File: src/rtl/key_pkg.sv
// Shared defaults for the push-button conditioner: channel count and the
// stability window for the board clock and for fast simulation.
package key_pkg;

    localparam int N_KEYS_DEF       = 8;
    localparam int STABLE_CNT_BOARD = 500000;
    localparam int STABLE_CNT_SIM   = 4;

endpackage

File: src/rtl/key_debounce_bit.sv
// One key channel: two-flop synchroniser, stability counter, debounced level
// and registered press/release pulses.
module key_debounce_bit #(
    parameter int STABLE_CNT = 4,
    parameter int CNT_W      = $clog2(STABLE_CNT + 1)
) (
    input  logic clk,
    input  logic rst,
    input  logic key_raw_i,
    output logic key_db_o,
    output logic press_o,
    output logic press_set_o,
    output logic release_o
);

    localparam logic [CNT_W-1:0] CNT_LAST = CNT_W'(STABLE_CNT - 1);
    localparam logic [CNT_W-1:0] CNT_ONE  = CNT_W'(1);

    logic             sync1_q;
    logic             sync2_q;
    logic             db_q;
    logic             db_d;
    logic [CNT_W-1:0] cnt_q;
    logic [CNT_W-1:0] cnt_d;
    logic             press_q;
    logic             press_d;
    logic             rel_q;
    logic             rel_d;

    // Next-state for the counter, debounced level and edge pulses.
    always_comb begin
        cnt_d   = cnt_q;
        db_d    = db_q;
        press_d = 1'b0;
        rel_d   = 1'b0;
        if (sync2_q == db_q) begin
            cnt_d = {CNT_W{1'b0}};
        end else if (cnt_q == CNT_LAST) begin
            // Level held long enough: accept it and emit the matching edge.
            db_d    = sync2_q;
            cnt_d   = {CNT_W{1'b0}};
            press_d = db_q & ~sync2_q;
            rel_d   = ~db_q & sync2_q;
        end else begin
            cnt_d = cnt_q + CNT_ONE;
        end
    end

    // Channel state registers; idle (released) level out of reset.
    always_ff @(posedge clk or negedge rst) begin
        if (!rst) begin
            sync1_q <= 1'b1;
            sync2_q <= 1'b1;
            db_q    <= 1'b1;
            cnt_q   <= {CNT_W{1'b0}};
            press_q <= 1'b0;
            rel_q   <= 1'b0;
        end else begin
            sync1_q <= key_raw_i;
            sync2_q <= sync1_q;
            db_q    <= db_d;
            cnt_q   <= cnt_d;
            press_q <= press_d;
            rel_q   <= rel_d;
        end
    end

    assign key_db_o    = db_q;
    assign press_o     = press_q;
    assign press_set_o = press_d;
    assign release_o   = rel_q;

endmodule

File: src/rtl/key_debounce.sv
// Debounces N_KEYS active-low buttons and keeps a sticky, write-1-to-clear
// pending register of presses with a level interrupt.
module key_debounce
    import key_pkg::*;
#(
    parameter int N_KEYS     = N_KEYS_DEF,
    parameter int STABLE_CNT = STABLE_CNT_BOARD,
    parameter int CNT_W      = $clog2(STABLE_CNT + 1)
) (
    input  logic              clk,
    input  logic              rst,
    input  logic [N_KEYS-1:0] key_raw,
    output logic [N_KEYS-1:0] key_db,
    output logic [N_KEYS-1:0] press,
    // "release" is a reserved word, hence the suffix.
    output logic [N_KEYS-1:0] release_o,
    input  logic              clr_we,
    input  logic [N_KEYS-1:0] clr_din,
    output logic [N_KEYS-1:0] pending,
    output logic              irq
);

    logic [N_KEYS-1:0] press_set_s;
    logic [N_KEYS-1:0] clr_mask_s;
    logic [N_KEYS-1:0] pending_d;
    logic [N_KEYS-1:0] pending_q;

    for (genvar g = 0; g < N_KEYS; g++) begin : g_key
        key_debounce_bit #(
            .STABLE_CNT (STABLE_CNT),
            .CNT_W      (CNT_W)
        ) u_bit (
            .clk         (clk),
            .rst         (rst),
            .key_raw_i   (key_raw[g]),
            .key_db_o    (key_db[g]),
            .press_o     (press[g]),
            .press_set_o (press_set_s[g]),
            .release_o   (release_o[g])
        );
    end

    // Pending next-state; a press landing with its clear keeps the bit set.
    always_comb begin
        clr_mask_s = {N_KEYS{1'b0}};
        if (clr_we) begin
            clr_mask_s = clr_din;
        end else begin
            clr_mask_s = {N_KEYS{1'b0}};
        end
        pending_d = (pending_q & ~clr_mask_s) | press_set_s;
    end

    // Sticky pending flags.
    always_ff @(posedge clk or negedge rst) begin
        if (!rst) begin
            pending_q <= {N_KEYS{1'b0}};
        end else begin
            pending_q <= pending_d;
        end
    end

    assign pending = pending_q;
    assign irq     = |pending_q;

endmodule

File: config.mk
export PLATFORM = sky130hd
export DESIGN_NAME = key_debounce
export DESIGN_NICKNAME = d
export VERILOG_FILES = /design/src/rtl/key_pkg.sv /design/src/rtl/key_debounce_bit.sv /design/src/rtl/key_debounce.sv
export SDC_FILE = /design/constraint.sdc
export NUM_CORES = 1
export LEC_CHECK = 0
export ABC_AREA = 1
export ABC_CLOCK_PERIOD_IN_PS = 3600
export CAP_MARGIN = 20
export CORE_AREA = 2 2 134 136
export DETAILED_ROUTE_END_ITERATION = 16
export DIE_AREA = 0 0 136 138
export PLACE_DENSITY = 0.84
export SLEW_MARGIN = 20
export SYNTH_ARGS = -nofsm -noshare
export SYNTH_HDL_FRONTEND = slang
export SYNTH_SLANG_ARGS = --single-unit
File: constraint.sdc
create_clock -name clk -period 3.6 [get_ports clk]
set_clock_uncertainty 0.1 [all_clocks]
set_input_delay 0.54 -clock clk [delete_from_list [all_inputs] [get_ports clk]]
set_output_delay 0.54 -clock clk [all_outputs]
set_load 0.02 [all_outputs]
==> results of run 1 <==
[power breakdown]
| group | switching, W | leakage [nW] | internal (W) | total [W] |
|---|---|---|---|---|
| registers | 0.0000213 | 2.69 | 0.00228 | 0.00231 |
| logic | 0.000111 | 2.12 | 0.0000523 | 0.000164 |
| clock network | 0.000844 | 0.294 | 0.00108 | 0.00192 |
| total | 0.000976 | 5.11 | 0.00342 | 0.00439 |
[per-stage QoR]
stage | hold slack [ns] | util | total power [W] | std cells | cell area (µm²)
2_1_floorplan | 0.144 | - | 0.00242 | 1459 | 11000
3_3_place_gp | 0.246 | 0.663 | 0.00251 | 1704 | 11600
3_5_place_dp | 0.249 | 0.663 | 0.00251 | 1704 | 11600
4_1_cts | 0.0360 | 0.696 | 0.00443 | 1736 | 12200
5_1_grt | 0.0555 | 0.696 | 0.00455 | 1736 | 12200
6_report | -0.00224 | 0.696 | 0.00439 | 1736 | 12200
[state kept, by name (all words and copies together), names as in the netlist]
signal / flops
g_key.u_bit.cnt_q: 152
g_key.u_bit.key_db_o: 8
g_key.u_bit.press_o: 8
g_key.u_bit.release_o: 8
g_key.u_bit.sync1_q: 8
g_key.u_bit.sync2_q: 8
pending: 8
[area by class of cell]
class	count	area, µm²	share of cell area
clock buffer	21	470	0.0385
clock inverter	11	119	0.00974
inverter	170	638	0.0523
multi-input combinational	1051	5110	0.419
sequential	200	5030	0.412
tap	229	287	0.0235
timing repair buffer	54	549	0.0450
[per-layer routing]
layer | track usage | wire (µm)
met1 | 0.355 | 10500
met2 | 0.434 | 11600
met3 | 0.0480 | 1120
met4 | 0.0959 | 519
met5 | 0 | 0
[cell usage in the layout (no fill, tap or decap), types with 2 or more instances in the layout]
cell | Yosys | layout
o21ai_1 | 4 | 4
nor2_2 | 31 | 31
nand3_2 | 7 | 7
clkdlybuf4s50_1 | 0 | 50
nor3_1 | 10 | 10
inv_6 | 0 | 3
a21oi_1 | 25 | 25
xnor2_1 | 21 | 21
nand2_2 | 22 | 22
clkinv_2 | 0 | 5
dfrtp_1 | 176 | 176
nor2_1 | 390 | 390
o21bai_1 | 3 | 3
dfstp_2 | 24 | 24
clkbuf_16 | 0 | 17
ha_1 | 24 | 24
nand3_1 | 113 | 113
nand2_1 | 266 | 266
clkbuf_8 | 0 | 4
and2_1 | 8 | 8
nor3b_1 | 8 | 8
buf_4 | 26 | 2
o22ai_1 | 4 | 4
bufinv_16 | 0 | 2
nor2_4 | 7 | 7
nand4_1 | 23 | 23
o21ai_0 | 30 | 30
nand3b_1 | 2 | 2
xor2_1 | 46 | 46
inv_1 | 169 | 169
nor4_1 | 3 | 3
[worst max path at each step]
stage | end | slack [ns] | depth (start not counted)
after floorplan | g_key[2].u_bit.cnt_q[17]$_DFF_PN0_ | 1.93 | 6
after global placement | irq | 1.54 | 3
after detailed placement | irq | 1.52 | 3
final | irq | 1.06 | 3
after global routing | irq | 0.93 | 3
after CTS | irq | 1.05 | 3
[logic make-up (layout without fill, tap and decap cells)]
| kind of cell | Yosys count | count (layout) |
|---|---|---|
| xor gates and xnor gates | 67 | 67 |
| DFF | 200 | 200 |
| buffers and inverters | 208 | 256 |
| and+or+nand+nor | 892 | 892 |
| AOI/OAI and AO/OA | 68 | 68 |
| adders and majority gates | 24 | 24 |
==> flow_summary.yaml, run 1 <==
status:
  status: "finished, violations left"
  violations: "negative hold slack"
timing:
  final_max_slew_viol_count: 0
  tightest_slew_ns: 0.627
  period_share: 0.707
  timing.slew.headroom: 0.582
  setup_tns_ns: 0
  rsz0062_at_grt: "false"
  layout_setup_ws_ns: 1.06
  hold_viol_final: 1
  max_freq_ghz: 0.393
  setup_violations: 0
  min_period_ns: 2.54
  whs_ns: -0.00224
grt:
  grt_pass1_vias: 8813
  antenna_found_initial: 0
  grt_start_max_net_pins: 79
  grt_usage: 0.266
  grt_pass1_wl_um: 40300
  grt.overflow.total: 0
worst_setup_path:
  slowest_stage: "clkdlybuf4s50_1"
  critical_path_buf_inv_count: 1
  rr_startpoint: "g_key[2].u_bit.sync2_q$_DFF_PN1_"
  slowest_delay_ns: 0.55
  critical_path_arrival_ns: 1.90
  cp-startpoint: "pending[6]$_DFF_PN0_"
  path_class: "reg2out"
  cp_top_family: "buffers and inverters"
  required_ns: 2.96
  crit_chain: "nor4_1 -> nand2_1 -> clkdlybuf4s50_1"
  path_max_fanout: 3
  r2r_slack_ns: 1.74
  worstReg2RegEnd: "g_key[2].u_bit.cnt_q[17]$_DFF_PN0_"
  cp-end-kind: "primary output"
  crit_path_start_kind: "register"
  r2r_cells: 5
job:
  cap_violations: 0
detailed_routing:
  vias_per_cell: 5.30
  drc_errors: 0
  wirelength_um: 23700
  drt_iter0_drc: 697
  ant_nets: 0
  drt-wirelength-per-cell_um: 13.7
  via_count: 9208
  detail_route.first_pass.iterations: 5
clock_network:
  cts_setup_buffers: 0
  htreeDepth: 4
  cts.sinks: 200
  hold_buffers: 0
  cts_tree: "yes"
  clock_latency_ns: 0.44
  post_cts_resized: 0
  ctsRootBufferMaster: "clkbuf_16"
  clk_pin_slew_ns: 0.07
  cts.path.max_buffers: 2
  cts_buffers: 17
floorplanning:
  dieArea_mm2: 0.0188
  coreArea_mm2: 0.0175
  die_w_um: 136
  initial_core_util: 0.629
  fp.dieH_um: 138
  num_io_pins: 52
  core.rowCount: 49
power_and_ir_drop:
  power.density_mw_per_mm2: 360
  peakVddDrop_mv: 0.321
  p_leak_nw: 5.11
cells_and_area:
  antennaDiodeCount: 0
  nNetsFinal: 1537
  area_delta_synth_final_pct: 10.6
  nFillCells: 1386
  layout-drive-gt1-share: 0.0856
logic_synthesis:
  synth.most_common_cell: "nor2_1"
  synth_fa_ha_area_frac: 0.0272
  ys_warn_count: 0
  synth_area_mm2: 0.0110
  ys_top_cells_by_area: "dfrtp_1 40%, nor2_1 13%, nand2_1 9.0%, inv_1 5.7%, dfstp_2 5.7%"
  synthArstFlopShare: 1.00
  synth.top_cells.by_count: "390 x nor2_1, 266 x nand2_1, 176 x dfrtp_1"
  synth_compound_area_frac: 0.0324
  yosysUniqueCellTypes: 32
  muxShareOfSynthArea: 0
  synth_nets: 1502
  synthFlopType: "dfrtp_1"
  synth-simple-area-share: 0.350
  synth_edf_count: 0
  synth_xor_area_frac: 0.0532
  syn_avg_cell_area_um2: 7.56
  ys_seq_elements: 200
  synth_top_family_by_area: "simple AND/OR/NAND/NOR gates"
  synthCells: 1459
  synth_top_area_frac: 0.399
  synth_top_cell_by_area: "dfrtp_1"
  ys_seq_area_frac: 0.456
place:
  dp_hpwl_um: 17100
  gp_congestion: 0.956
  dp_slack_ns: 1.52
  io_buffers: 51
worst_hold_path:
  hp-class: "in2async"
No activity file was read; power rests on OpenSTA's default activity.
==> inputs of run 2 (changes only) <==
--- a/config.mk
+++ b/config.mk
@@ -6,12 +6,12 @@
 export NUM_CORES = 1
 export LEC_CHECK = 0
 export ABC_AREA = 1
-export ABC_CLOCK_PERIOD_IN_PS = 3600
+export ABC_CLOCK_PERIOD_IN_PS = 2100
 export CAP_MARGIN = 20
-export CORE_AREA = 2 2 134 136
+export CORE_AREA = 2 2 145 147
 export DETAILED_ROUTE_END_ITERATION = 16
-export DIE_AREA = 0 0 136 138
-export PLACE_DENSITY = 0.84
+export DIE_AREA = 0 0 147 149
+export PLACE_DENSITY = 0.76
 export SLEW_MARGIN = 20
 export SYNTH_ARGS = -nofsm -noshare
 export SYNTH_HDL_FRONTEND = slang
==> constraint.sdc (replaced) <==
create_clock -name clk -period 2.1 [get_ports clk]
set_clock_uncertainty 0.1 [all_clocks]
set_input_delay 0.315 -clock clk [delete_from_list [all_inputs] [get_ports clk]]
set_output_delay 0.315 -clock clk [all_outputs]
set_load 0.02 [all_outputs]
==> run 2 against run 1 <==
  * The flow now finishes without violations
  * Sequential cell count unchanged
  * Clock power increased by 76%
  * Die area increased by 17%
  * Highest routed layer unchanged
  * Critical endpoint is now key_db[0]
  * Critical path depth decreased by 2
  * Worst hold slack improved by 0.18 ns
  * Critical path type unchanged
  * Sequential power increased by 71%
  * Via count decreased by 0.81%
==> flow_summary.yaml, run 2 (synthesis results as in run 1) <==
grt:
  grt_start_max_net_pins: 52
  grt_usage: 0.227
  antenna_found_initial: 0
  grt_pass1_wl_um: 40500
  grt_pass1_vias: 8681
  grt.overflow.total: 0
worst_setup_path:
  required_ns: 1.68
  cp-end-kind: "primary output"
  r2r_slack_ns: 0.31
  critical_path_buf_inv_count: 1
  crit_chain: "clkdlybuf4s50_1"
  critical_path_arrival_ns: 1.64
  slowest_delay_ns: 0.64
  path_class: "reg2out"
  path_max_fanout: 4
  cp_top_family: "buffers and inverters"
  rr_startpoint: "g_key[1].u_bit.sync2_q$_DFF_PN1_"
  crit_path_start_kind: "register"
  cp-startpoint: "g_key[0].u_bit.key_db_o$_DFFE_PN1P_"
  slowest_stage: "clkdlybuf4s50_1"
power_and_ir_drop:
  peakVddDrop_mv: 0.504
  power.density_mw_per_mm2: 615
  p_leak_nw: 5.17
  total_power_w: 0.00762
clock_network:
  clk_pin_slew_ns: 0.07
  cts_buffers: 17
  cts.sinks: 200
  cts_setup_buffers: 0
  clock_latency_ns: 0.44
  ctsRootBufferMaster: "clkbuf_16"
  cts.path.max_buffers: 2
  cts_tree: "yes"
  htreeDepth: 4
detailed_routing:
  wirelength_um: 23600
  drt_iter0_drc: 649
  detail_route.first_pass.iterations: 5
  drc_errors: 0
  ant_nets: 0
  drt-wirelength-per-cell_um: 13.2
  via_count: 9133
  vias_per_cell: 5.10
job:
  cap_violations: 0
timing:
  min_period_ns: 2.05
  timing.slew.headroom: 0.701
  whs_ns: 0.176
  hold_viol_final: 0
  final_max_slew_viol_count: 0
  tightest_slew_ns: 0.448
  rsz0062_at_grt: "false"
  period_share: 0.977
  setup_tns_ns: 0
  max_freq_ghz: 0.487
  setup_violations: 0
place:
  io_buffers: 51
  gp_congestion: 0.927
  place_inst: 1758
  dp_hpwl_um: 17500
cells_and_area:
  nFillCells: 1842
  area_delta_synth_final_pct: 12.4
  layout-drive-gt1-share: 0.0917
  fin_cells: 1791
  largest_reg_flops: 152
  final_cell_mix: "390 x nor2_1, 266 x nand2_1, 176 x dfrtp_1"
  nNetsFinal: 1546
  largest-register: "g_key.u_bit.cnt_q"
  layout_commonest_cell: "nor2_1"
  antennaDiodeCount: 0
worst_hold_path:
  min_from: "key_raw[1]"
  hp-class: "in2reg"
floorplanning:
  initial_core_util: 0.537
  die_w_um: 147
  dieArea_mm2: 0.0219
  coreArea_mm2: 0.0206
  core.rowCount: 53
  num_io_pins: 52
  fp.dieH_um: 149
status:
  status: "finished, final reports clean"
run 2: cell types whose count changed in the layout (fill, tap and decap cells not counted), sizes merged:
cell	before	now
buf	3	11
clkdlybuf4s15	0	1
inv	173	175
clkinvlp	1	3
clkbuf	22	20
dlygate4sd3	0	1
clkinv	5	3
clkdlybuf4s50	50	49
run 2: final cells by class:
class,instances,area (µm²),share of cell area
clock buffer,19,453,0.0365
multi-input combinational,1051,5120,0.413
timing repair buffer,63,644,0.0520
tap,275,344,0.0277
inverter,170,638,0.0515
sequential,200,5030,0.406
clock inverter,13,163,0.0131
run 2: path summary, 6_finish.rpt:
check / endpoint / cells after the start
max: key_db[0] / 1
min: g_key[1].u_bit.sync1_q$_DFF_PN1_ / 1
max reg2reg: g_key[1].u_bit.key_db_o$_DFFE_PN1P_ / 5
min reg2reg: g_key[0].u_bit.sync2_q$_DFF_PN1_ / 0
max in group asynchronous: g_key[3].u_bit.sync1_q$_DFF_PN1_ / 3
min in group asynchronous: g_key[6].u_bit.cnt_q[13]$_DFF_PN0_ / 2
run 2: per-stage QoR:
step / setup slack, ns / instance area [µm²] / utilization
finish: 0.0474 / 12400 / 0.603
global route: 0.00197 / 12400 / 0.603
CTS: 0.0267 / 12400 / 0.603
detailed placement: 0.236 / 11800 / 0.572
global placement: 0.250 / 11800 / 0.572
floorplan: 0.430 / 11000 / -
run 2: repair_timing:
item,in CTS,in global routing
hold endpoints to repair,41,0
resized for setup,2,2
setup endpoints to repair,1,1
pin swaps,0,1
hold buffers,1,0
run 2: layer usage:
metal | track usage | part of all wire | up-vias
met3 | 0.0492 | 0.044 | 37
met5 | 0 | 0 | -
met1 | 0.308 | 0.46 | 4310
li1 | - | - | 4604
met4 | 0.0721 | 0.022 | 0
met2 | 0.370 | 0.47 | 182
run 2: power breakdown:
part	switching (W)	total, W	internal [W]	leakage [nW]
Clock	0.00151	0.00337	0.00186	0.294
Combinational	0.000196	0.000299	0.000103	2.18
Sequential	0.0000351	0.00395	0.00391	2.69
Total	0.00174	0.00762	0.00588	5.17
